==> src/rtl/clk_time_set_ctrl.sv <==
// rtl/clk_time_set_ctrl.sv - time-set controller: pause, edit HH:MM:SS in BCD, load back
module clk_time_set_ctrl #(
  parameter int unsigned BLINK_DIV   = 25_000_000,
  parameter int unsigned TIMEOUT_CYC = 1_000_000_000
) (
  input  logic       clk_i,
  input  logic       reset_i,
  input  logic       btn_mode_i,
  input  logic       btn_inc_i,
  input  logic [3:0] cur_hr_l_i,
  input  logic [3:0] cur_hr_r_i,
  input  logic [3:0] cur_min_l_i,
  input  logic [3:0] cur_min_r_i,
  input  logic [3:0] cur_sec_l_i,
  input  logic [3:0] cur_sec_r_i,
  output logic       run_en_o,
  output logic       load_o,
  output logic [3:0] set_hr_l_o,
  output logic [3:0] set_hr_r_o,
  output logic [3:0] set_min_l_o,
  output logic [3:0] set_min_r_o,
  output logic [3:0] set_sec_l_o,
  output logic [3:0] set_sec_r_o,
  output logic [1:0] edit_field_o,
  output logic       blink_on_o
);

  localparam logic [2:0] ST_RUN    = 3'd0;
  localparam logic [2:0] ST_HR     = 3'd1;
  localparam logic [2:0] ST_MIN    = 3'd2;
  localparam logic [2:0] ST_SEC    = 3'd3;
  localparam logic [2:0] ST_COMMIT = 3'd4;

  localparam int TW = (TIMEOUT_CYC > 1) ? $clog2(TIMEOUT_CYC) : 1;
  localparam int BW = (BLINK_DIV > 1) ? $clog2(BLINK_DIV) : 1;
  localparam logic [TW-1:0] TO_LAST = TW'(TIMEOUT_CYC - 1);
  localparam logic [BW-1:0] BL_LAST = BW'(BLINK_DIV - 1);

  logic [2:0]    state_q, state_d;
  logic          mode_q, inc_q;
  logic [3:0]    hr_l_q, hr_l_d, hr_r_q, hr_r_d;
  logic [3:0]    min_l_q, min_l_d, min_r_q, min_r_d;
  logic [3:0]    sec_l_q, sec_l_d, sec_r_q, sec_r_d;
  logic [TW-1:0] to_cnt_q, to_cnt_d;
  logic [BW-1:0] div_q, div_d;
  logic          blink_q, blink_d;

  logic mode_e, inc_e, in_set, timed_out;

  // Any illegal value (bad digit or out-of-range pair) wraps straight to 00.
  function automatic logic [7:0] inc_hr(input logic [3:0] l, input logic [3:0] r);
    if (l > 4'd2 || r > 4'd9 || (l == 4'd2 && r >= 4'd3)) return 8'h00;
    else if (r == 4'd9) return {l + 4'd1, 4'd0};
    else return {l, r + 4'd1};
  endfunction

  function automatic logic [7:0] inc_ms(input logic [3:0] l, input logic [3:0] r);
    if (l > 4'd5 || r > 4'd9 || (l == 4'd5 && r == 4'd9)) return 8'h00;
    else if (r == 4'd9) return {l + 4'd1, 4'd0};
    else return {l, r + 4'd1};
  endfunction

  assign mode_e    = btn_mode_i & ~mode_q;
  assign inc_e     = btn_inc_i & ~inc_q;
  assign in_set    = (state_q == ST_HR) || (state_q == ST_MIN) || (state_q == ST_SEC);
  assign timed_out = in_set && (to_cnt_q == TO_LAST);

  always_comb begin
    state_d = state_q;
    hr_l_d  = hr_l_q;
    hr_r_d  = hr_r_q;
    min_l_d = min_l_q;
    min_r_d = min_r_q;
    sec_l_d = sec_l_q;
    sec_r_d = sec_r_q;
    case (state_q)
      ST_RUN: begin
        if (mode_e) begin
          {hr_l_d, hr_r_d}   = {cur_hr_l_i, cur_hr_r_i};
          {min_l_d, min_r_d} = {cur_min_l_i, cur_min_r_i};
          {sec_l_d, sec_r_d} = {cur_sec_l_i, cur_sec_r_i};
          state_d = ST_HR;
        end
      end
      ST_HR: begin
        if (mode_e)         state_d = ST_MIN;
        else if (inc_e)     {hr_l_d, hr_r_d} = inc_hr(hr_l_q, hr_r_q);
        else if (timed_out) state_d = ST_RUN;
      end
      ST_MIN: begin
        if (mode_e)         state_d = ST_SEC;
        else if (inc_e)     {min_l_d, min_r_d} = inc_ms(min_l_q, min_r_q);
        else if (timed_out) state_d = ST_RUN;
      end
      ST_SEC: begin
        if (mode_e)         state_d = ST_COMMIT;
        else if (inc_e)     {sec_l_d, sec_r_d} = inc_ms(sec_l_q, sec_r_q);
        else if (timed_out) state_d = ST_RUN;
      end
      default: state_d = ST_RUN;
    endcase
  end

  // Timeout and blink restart whenever the field changes, so a new field starts visible.
  always_comb begin
    to_cnt_d = '0;
    div_d    = '0;
    blink_d  = 1'b0;
    if (in_set && state_d == state_q) begin
      if (!(mode_e || inc_e)) to_cnt_d = to_cnt_q + TW'(1);
      if (div_q == BL_LAST) begin
        blink_d = ~blink_q;
      end else begin
        div_d   = div_q + BW'(1);
        blink_d = blink_q;
      end
    end
  end

  always_ff @(posedge clk_i) begin
    if (reset_i) begin
      state_q  <= ST_RUN;
      mode_q   <= 1'b0;
      inc_q    <= 1'b0;
      hr_l_q   <= '0;
      hr_r_q   <= '0;
      min_l_q  <= '0;
      min_r_q  <= '0;
      sec_l_q  <= '0;
      sec_r_q  <= '0;
      to_cnt_q <= '0;
      div_q    <= '0;
      blink_q  <= 1'b0;
    end else begin
      state_q  <= state_d;
      mode_q   <= btn_mode_i;
      inc_q    <= btn_inc_i;
      hr_l_q   <= hr_l_d;
      hr_r_q   <= hr_r_d;
      min_l_q  <= min_l_d;
      min_r_q  <= min_r_d;
      sec_l_q  <= sec_l_d;
      sec_r_q  <= sec_r_d;
      to_cnt_q <= to_cnt_d;
      div_q    <= div_d;
      blink_q  <= blink_d;
    end
  end

  assign run_en_o    = (state_q == ST_RUN);
  assign load_o      = (state_q == ST_COMMIT);
  assign set_hr_l_o  = hr_l_q;
  assign set_hr_r_o  = hr_r_q;
  assign set_min_l_o = min_l_q;
  assign set_min_r_o = min_r_q;
  assign set_sec_l_o = sec_l_q;
  assign set_sec_r_o = sec_r_q;
  assign blink_on_o  = blink_q;

  always_comb begin
    edit_field_o = 2'b00;
    case (state_q)
      ST_HR:   edit_field_o = 2'b01;
      ST_MIN:  edit_field_o = 2'b10;
      ST_SEC:  edit_field_o = 2'b11;
      default: edit_field_o = 2'b00;
    endcase
  end

endmodule

==> config.mk <==
export PLATFORM = sky130hd
export DESIGN_NAME = clk_time_set_ctrl
export DESIGN_NICKNAME = d
export VERILOG_FILES = /design/src/rtl/clk_time_set_ctrl.sv
export SDC_FILE = /design/constraint.sdc
export NUM_CORES = 1
export LEC_CHECK = 0
export BUFFER_PORTS_ARGS = -buffer_cell sky130_fd_sc_hd__buf_4
export CORE_MARGIN = 10
export CORE_UTILIZATION = 30
export CTS_CLUSTER_DIAMETER = 40
export DETAILED_ROUTE_END_ITERATION = 6
export SETUP_SLACK_MARGIN = 0.02
export SLEW_MARGIN = 20
export SYNTH_ARGS = -nofsm -noshare
export SYNTH_HDL_FRONTEND = slang
export SYNTH_SLANG_ARGS = --single-unit
==> constraint.sdc <==
create_clock -name clk_i -period 5.08 [get_ports clk_i]
set_input_delay 0.762 -clock clk_i [delete_from_list [all_inputs] [get_ports clk_i]]
set_output_delay 0.762 -clock clk_i [all_outputs]
set_load 0.02 [all_outputs]
After elaboration in Yosys (flattened, before gate mapping)
Cells that the tools add are included.
- bitwise operators: 6
- mux-type cells: 38
- $add $sub $neg: 8
- reduce and logical (&&, ||, !) cells: 27
- $lt $le $gt $ge: 7
- equal/unequal tests: 23
- operators with widths (cell ; number):
    $mux 4 ; 18
    $mux 8 ; 6
    $pmux 4 s2 ; 6
    $add 30x1->30 const B ; 1
    $eq 30x30->1 const B ; 1
    $add 25x1->25 const B ; 1
    $eq 25x25->1 const B ; 1
    $add 4x1->4 const B ; 6
    $mux 3 ; 6
    $reduce_and 5->1 ; 3
    $eq 4x4->1 const B ; 3
    $gt 4x4->1 const B ; 3
    $ne 2x2->1 const B ; 6
    $pmux 3 s4 ; 1
    $reduce_and 4->1 ; 3
    $logic_or 1x1->1 ; 9
    $ne 3x1->1 const B ; 3
    $eq 4x3->1 const B ; 2
    $gt 4x3->1 const B ; 2
    $eq 3x2->1 const B ; 2
    $pmux 2 s3 ; 1
    $reduce_bool 2->1 ; 3
    $reduce_or 3->1 ; 2
    $logic_and 1x1->1 ; 5
    11 further kinds ; 15
- output and inout port bits: 29
- word-level logic and storage cells: 121
- input port bits: 28
- register bits after elaboration: 85

Logic depth before layout (Yosys ltp)
Gate-level depths: netlist of run 1.
- depth after elaboration: 12
- depth in mapped cells: 8
- gate-level depth less buffers: 7

Worst setup path after synthesis of run 1
OpenSTA, ideal clock, no wires.
- path type: register -> register
- start: register state_q[2]
- end: register min_l_q[0], in the netlist set_min_l_o[0]
- arrival time: 1.927 ns
- cell stages (with the launch flop): 8
- setup time: 0.134 ns
- period minus slack after synthesis: 2.061 ns
- buffers on the path: 2
- setup slack: 3.019 ns
- data required time: 4.946 ns
- path through: dfxtp_1 -> clkbuf_1 -> nor3_1 -> and2_1 -> clkbuf_1 -> o22ai_2 -> a221oi_1 -> a211oi_1
- cells in the longest elaborated chain, start to end: 3
- elaborated cells on any way between the ends: 9
- classes of those cells: 5 x eq/ne; 1 x mux; 3 x reduce/logical
- ends and longest elaborated chain (item ; line ; text):
    from (decl) ; 39 ; logic [2:0] state_q, state_d;
    from (signal assigned) ; 135 ; state_q <= state_d;
    $logic_not 3->1 (*) ; n/a ;
    via run_en_o ; 16 ; output logic run_en_o,
    $ne 2x1->1 (no line) / $reduce_bool 2->1 (equally long branches) ; n/a ;
    $reduce_and 5->1 (no line) ; n/a ;
    to (signal assigned) ; 140 ; min_l_q <= min_l_d;
    to (decl) ; 42 ; logic [3:0] min_l_q, min_l_d, min_r_q, min_r_d;
The timed path passes the listed nets; every way through them passes the cells marked *.
A chain may end at the register's enable or synchronous reset.

Final worst setup path of run 1
- start: register to_cnt_q[12]
- end: register div_q[19]
- cells in the longest elaborated chain, start to end: 10
- elaborated cells on any way between the ends: 12
- classes of those cells: 2 x eq/ne; 6 x mux; 1 x bitwise; 3 x reduce/logical
- ends and longest elaborated chain (item ; line ; text):
    from (decl) ; 44 ; logic [TW-1:0] to_cnt_q, to_cnt_d;
    from (signal assigned) ; 144 ; to_cnt_q <= to_cnt_d;
    $eq 30x30->1 (*) ; 66 ; assign timed_out = in_set && (to_cnt_q == TO_LAST);
    $logic_and 1x1->1 (*) ; 66 ;
    $mux 3 (*) ; 88, 93, 98 ;
    $mux 3 (*) ; 92 ; else if (inc_e) {min_l_d, min_r_d} = inc_ms(min_l_q, min_r_q);
    $mux 3 (on tied branches) ; 96, 86, 91 ;
    $pmux 3 s4 (*) ; 76 ; case (state_q)
    $eq 3x3->1 (*) ; 109 ; if (in_set && state_d == state_q) begin
    $logic_and 1x1->1 (*) ; 109 ;
    $not 1->1 (no line) (*) ; n/a ;
    $reduce_or 3->1 (no line) (*) ; n/a ;
    to (signal assigned) ; 145 ; div_q <= div_d;
    to (decl) ; 45 ; logic [BW-1:0] div_q, div_d;
Mark *: on every way between the ends. The rest lies on a longest branch, timed or not.

==> impl_metrics.csv, run 1 <==
group,metric,value,unit
hold_path,min_path_cells,1,
drt,drt_first_iter_violations,303,
cts,clk_latency,0.34,ns
cts,cts_made_buffers,9,
die,io_pins,57,
sta,rsz0062_at_grt,"false",
sta,tns,0,ns
global_routing,first_global_vias,3895,
sta,slew-limit-headroom,46.7,%
final_layout,regArea,1700,µm²
sta,fmax,423,MHz
drt,num_vias,3879,
synthesis,ys_types,60,
drt,wire_per_inst,14.3,µm
synthesis,synth_seq_cells,85,
synthesis,synth_area_per_cell,8.31,µm²
synthesis,synth-edff-count,0,
hold_path,min_path_type,"reg -> reg",
global_routing,grtUsageTotal,10.5,%
die,start_util,30.8,%
power_and_ir_drop,p_leak,1.84,nW
worst_setup_path,critPathCaptureType,"flop",
cts,root_buffer,"clkbuf_16",
global_routing,grt_pass1_wl,18100,µm
cts,htreeDepth,3,
final_layout,num_antenna_cells,0,
final_layout,finalInstanceArea,5170,µm²
final_layout,layout-drive-gt1-share,14.5,%
die,die_w,140,µm
drt,wl,10800,µm
power_and_ir_drop,peakVddDrop,0.172,mV
sta,maxSlewViolCount,0,
cts,clk_pin_slew,0.07,ns
worst_setup_path,cp.required,5.27,ns
sta,finalHoldViolations,0,
die,die_area,19500,µm²
drt,dr.pass1.iters,5,
synthesis,synth_area_leaders,"dfxtp_1 (40%), xor2_1 (7.1%), nor2_1 (6.8%)",
die,std_cell_rows,43,
cts,cts.repair.resized,0,
place,io_buffer_count,56,
synthesis,yosys_warnings,0,
synthesis,netlist.area_leader.share,39.6,%
final_layout,fillers,1393,
worst_setup_path,critPathKind,"reg -> reg",
global_routing,grt_max_degree,31,
place,place_area,4890,µm²
flow_run,drv_cap,0,
sta,skew,0.0129,ns
synthesis,postSynth.asyncResetShare,0,%
run_status,outcome,"completed",
place,post-dp-hpwl,7820,µm
synthesis,ys.flop_type,"dfxtp_1",
synthesis,syn_inst,517,
sta,worst_pin_slew,0.799,ns
cts,cts_buffer_depth,2,
worst_setup_path,arrival,2.56,ns
synthesis,ys_seq_area_share,39.6,%
drt,viasPerCell,5.14,
global_routing,gr-total-overflow,0,
cts,cts_sinks,85,
die,dieHeight,140,µm
global_routing,antenna_found_initial,0,
synthesis,syn_nets,555,
final_layout,layout_commonest_cell,"dfxtp_1",
worst_setup_path,cp-start-kind,"flop",
final_layout,multi_input_area,2440,µm²
cts,post_cts_buffers,0,
final_layout,area_growth,20.3,%
cts,postCtsHoldBufs,0,
drt,route.detailed.drc,0,
sta,setup_viol,0,
die,core_region_area,13900,µm²
place,routabilityCongestion,0.864,
worst_setup_path,worstPathMaxFanout,25,
sta,min_period,2.37,ns
synthesis,synth_top_area_cell,"dfxtp_1",
sta,finalCritPeriodShare,46.6,%
synthesis,synth_area,4300,µm²
cts,cts_tree,"built",
drt,final_antenna_net_count,0,
power_and_ir_drop,p_per_area,300,nW/µm²
final_layout,layout_common_cells,"dfxtp_1 (85), nor2_1 (78), buf_4 (58)",
worst_setup_path,rr_worst_depth,5,
final_layout,layout.nets,607,
## critical path, cell delays in order (launching register included)
cell     delay [ns]
dfxtp_1        0.35
or4b_1         0.53
nor4_1         0.31
nand4_1        0.19
or3b_1         0.73
nor2_1         0.12
## cells in the mapped netlist, types with 2 or more instances
master,instances
nand3_1,24
a31oi_1,7
nand4b_1,3
o32ai_1,3
and4_1,5
nand2_1,43
a21oi_1,16
o21ai_0,15
clkbuf_1,12
nor4_1,11
a211oi_1,6
or4b_1,2
o41ai_1,4
inv_1,21
nor2b_1,8
a21boi_0,2
nor2_1,78
xor2_1,35
a32oi_1,2
nand3b_1,3
dfxtp_1,85
a21o_1,2
buf_2,4
nor4bb_1,2
ha_1,10
and2_1,7
o21ai_1,3
nand2b_1,3
xnor2_1,19
a221oi_1,5
or3b_1,4
nor3b_1,2
nand4_1,23
and3_1,8
nor3_1,15
## power breakdown
part	internal [mW]	total (mW)	switching, mW
registers	0.687	0.719	0.0316
logic	0.0854	0.203	0.118
clock network	0.337	0.626	0.290
## cell families (layout without fill, tap and decap cells)
| logic type | Yosys count | in the layout | share of synthesized area [%] |
|---|---|---|---|
| and+or+nand+nor | 249 | 249 | 29.8 |
| adders and majority gates | 10 | 10 | 2.91 |
| buffers and inverters | 38 | 95 | 3.52 |
| muxes | 1 | 1 | 0.262 |
| xor gates and xnor gates | 54 | 54 | 11.0 |
| DFF | 85 | 85 | 39.6 |
| AOI/OAI and AO/OA | 80 | 80 | 13.0 |
## state kept, by name (all words and copies together), names as in the netlist
register,cells
mode_q,1
inc_q,1
set_sec_l_o,4
set_hr_l_o,4
set_hr_r_o,4
set_min_r_o,4
set_min_l_o,4
div_q,25
to_cnt_q,30
set_sec_r_o,4
state_q,3
blink_on_o,1
## per-layer routing
layer	routed length, µm	part of all wire, %	GRT usage (%)
met3	385	3.6	2.79
met1	4990	46	12.3
met5	0	0	0
met4	131	1.2	3.37
met2	5290	49	18.3
## final cells by class
class	count	share of cell area (%)
sequential	85	32.9
clock inverter	7	1.11
timing repair buffer	58	8.42
clock buffer	9	4.36
tap	180	4.36
multi-input combinational	394	47.3
inverter	21	1.53
## metrics by stage
stage	hold WS [ns]	setup WS, ns	power, mW	std cells	utilization [%]
after detailed placement	0.453	2.55	0.936	738	35.1
final	0.451	2.71	1.55	754	37.1
after floorplan	0.418	3.02	0.854	517	-
after global placement	0.427	2.64	0.931	738	35.1
after global routing	0.487	2.49	1.61	754	37.1
after CTS	0.460	2.67	1.56	754	37.1
## final timing paths
kind / start / to / slack [ns]
worst min register to register: to_cnt_q[0] / to_cnt_q[0] / 0.45
worst max-delay path: to_cnt_q[12] / div_q[19] / 2.71
worst max register to register: to_cnt_q[12] / div_q[19] / 2.71
worst min-delay path: to_cnt_q[0] / to_cnt_q[0] / 0.45
(Power assumes the default switching activity.)
==> run 2, diff against run 1 <==
- ABC_AREA: unset -> 1
- clock period: 5.08 -> 2.2 ns (I/O delays scaled with it)
==> run 2 against run 1 <==
Final cell count up 28%. Via count rose by 8.9%. Combinational power grew 100%. Critical path depth increased by 6. Count of clock-buffer cells in the layout is 3 higher. Clock skew decreased by 0.0069 ns. Flip-flop and latch count stayed put. Utilization rose by 0.19 points. Setup slack got worse by 2.4 ns. Largest cell class unchanged.
==> impl_metrics.csv, run 2 <==
group,metric,value,unit
run_status,outcome,"completed",
worst_setup_path,cp.required,2.43,ns
sta,tns,0,ns
place,io_buffer_count,56,
synthesis,syn_inst,684,
power_and_ir_drop,p_sw_share,25.4,%
synthesis,syn_nets,722,
place,dpl_worst_slack,0.348,ns
cts,clk_pin_slew,0.06,ns
synthesis,ys_seq_area_share,35.9,%
cts,postCtsHoldBufs,0,
worst_setup_path,critPathKind,"reg -> reg",
synthesis,synth-xor-area-share,9.98,%
synthesis,netlist.area_leader.share,35.9,%
power_and_ir_drop,clock_power_share,42.3,%
synthesis,ys_types,41,
final_layout,fin_util,37.3,%
drt,wl,10700,µm
synthesis,postSynth.asyncResetShare,0,%
place,place_area,5420,µm²
synthesis,synth-edff-count,0,
final_layout,reg_top3,"to_cnt_q (30), div_q (25)",
die,start_util,30.9,%
die,die_w,146,µm
synthesis,yosys_warnings,0,
synthesis,synth_area_leaders,"dfxtp_1 (36%), nor2_1 (11%), inv_1 (8.5%)",
drt,final_antenna_net_count,0,
power_and_ir_drop,p_leak,2.23,nW
synthesis,yosys.area_share.simple,32.7,%
die,std_cell_rows,45,
drt,dr.pass1.iters,4,
drt,num_vias,4223,
final_layout,layout_commonest_cell,"nor2_1",
cts,cts_sinks,85,
power_and_ir_drop,p_per_area,626,nW/µm²
worst_setup_path,arrival,2.07,ns
cts,cts_buffer_depth,2,
power_and_ir_drop,p_comb_share,11.6,%
die,core_region_area,15300,µm²
drt,route.detailed.drc,0,
drt,viasPerCell,4.39,
power_and_ir_drop,peakVddDrop,0.389,mV
worst_setup_path,cp-start-kind,"flop",
cts,htreeDepth,3,
hold_path,min_path_type,"in -> reg",
final_layout,num_antenna_cells,0,
power_and_ir_drop,power_switching,0.909,mW
worst_setup_path,worstPathMaxFanout,30,
place,post-dp-hpwl,8160,µm
global_routing,grt_pass1_wl,18900,µm
synthesis,synth_seq_cells,85,
synthesis,synth_fa_ha_area_share,2.64,%
cts,cts_tree,"built",
global_routing,antenna_found_initial,0,
final_layout,layout-drive-gt1-share,14.8,%
global_routing,grtUsageTotal,10.4,%
synthesis,yosysMostFrequentCell,"nor2_1",
cts,post_cts_buffers,0,
sta,rsz0062_at_grt,"false",
drt,drt_first_iter_violations,131,
synthesis,synth_top_family_by_area,"simple AND/OR/NAND/NOR gates",
sta,setup_ws,0.357,ns
final_layout,layout.nets,784,
cts,cts.repair.resized,0,
cts,cts_made_buffers,9,
cts,root_buffer,"clkbuf_16",
place,routabilityCongestion,0.836,
power_and_ir_drop,p_seq_share,46.0,%
synthesis,synth_top_area_cell,"dfxtp_1",
final_layout,largest_reg_flops,30,
flow_run,drv_cap,0,
synthesis,synth.area.mux_share,0,%
final_layout,finalInstanceArea,5710,µm²
sta,finalHoldViolations,0,
sta,slew-limit-headroom,56.9,%
synthesis,ys.flop_type,"dfxtp_1",
final_layout,stdcell_count,962,
sta,min_period,1.84,ns
sta,holdWs,0.222,ns
drt,wire_per_inst,11.1,µm
sta,fmax,543,MHz
place,dp_cells,946,
synthesis,synth_compound_area_share,8.21,%
sta,worst_pin_slew,0.647,ns
power_and_ir_drop,power.internal,2.67,mW
global_routing,first_global_vias,4092,
global_routing,grt_max_degree,31,
power_and_ir_drop,power,3.58,mW
sta,skew,0.00605,ns
sta,finalCritPeriodShare,83.8,%
final_layout,area_growth,20.5,%
cts,clk_latency,0.34,ns
die,dieHeight,146,µm
die,io_pins,57,
final_layout,layout_common_cells,"nor2_1 (133), inv_1 (107), nand2_1 (102)",
synthesis,synth_area_per_cell,6.93,µm²
sta,maxSlewViolCount,0,
die,die_area,21200,µm²
worst_setup_path,critPathCaptureType,"flop",
final_layout,top_register,"to_cnt_q",
synthesis,synth_area,4740,µm²
global_routing,gr-total-overflow,0,
sta,setup_viol,0,
synthesis,synthTopCellsByCount,"nor2_1 (133), inv_1 (107), nand2_1 (102)",
run 2: cell types whose count changed in the layout (fill, tap and decap cells not counted), sizes merged, moves of 7 or more:
cell   change
nand3     +10
nor2      +63
and2       -7
nor4      -10
inv       +89
nand2     +68
and3       -8
nor2b      -8
a21oi     +20
nor3       +9
run 2: logic make-up after synthesis:
logic type	count (synthesis)
flops	85
simple gates	340
buf+inv	123
compound gates	72
xor+xnor	54
fa+ha+maj	10
run 2: metal layers:
layer,global-route usage [%],wire length (µm),up-vias
li1,-,-,2263
met4,2.73,101,0
met1,13.6,5210,1897
met3,3.51,490,6
met5,0,0,-
met2,16.0,4870,57
run 2: worst max-delay path, cell delays in order (launching register included):
cell and delay [ns]:
dfxtp_1 0.35, ha_1 0.19, nand2_1 0.11, nor2_2 0.15, nand2_1 0.12, nor2_1 0.12
nand2_1 0.09, o2111ai_1 0.12, nor2_1 0.11, nand2_1 0.11, buf_12 0.18, nor2_1 0.06
run 2: power groups by stage:
stage,logic (mW),clock network (mW),registers (mW)
global placement,0.419,0,1.68
global route,0.470,1.64,1.66
finish,0.416,1.51,1.65
floorplan,0.214,0,1.72
CTS,0.423,1.57,1.65
detailed placement,0.421,0,1.68
run 2: path summary, 6_finish.rpt:
kind         cells past startpoint  slack, ns   startpoint           end
min                              3       0.22    btn_inc_i         inc_q
min reg2reg                      1       0.45  to_cnt_q[0]   to_cnt_q[0]
max                             11       0.36  to_cnt_q[0]  to_cnt_q[22]
max reg2reg                     11       0.36  to_cnt_q[0]  to_cnt_q[22]
run 2: final cells by class:
type	instances	area, µm²
fill	1686	9610
multi-input combinational	476	2540
tap	211	264
inverter	112	423
timing repair buffer	62	490
clock buffer	12	246
clock inverter	4	47.5
sequential	85	1700
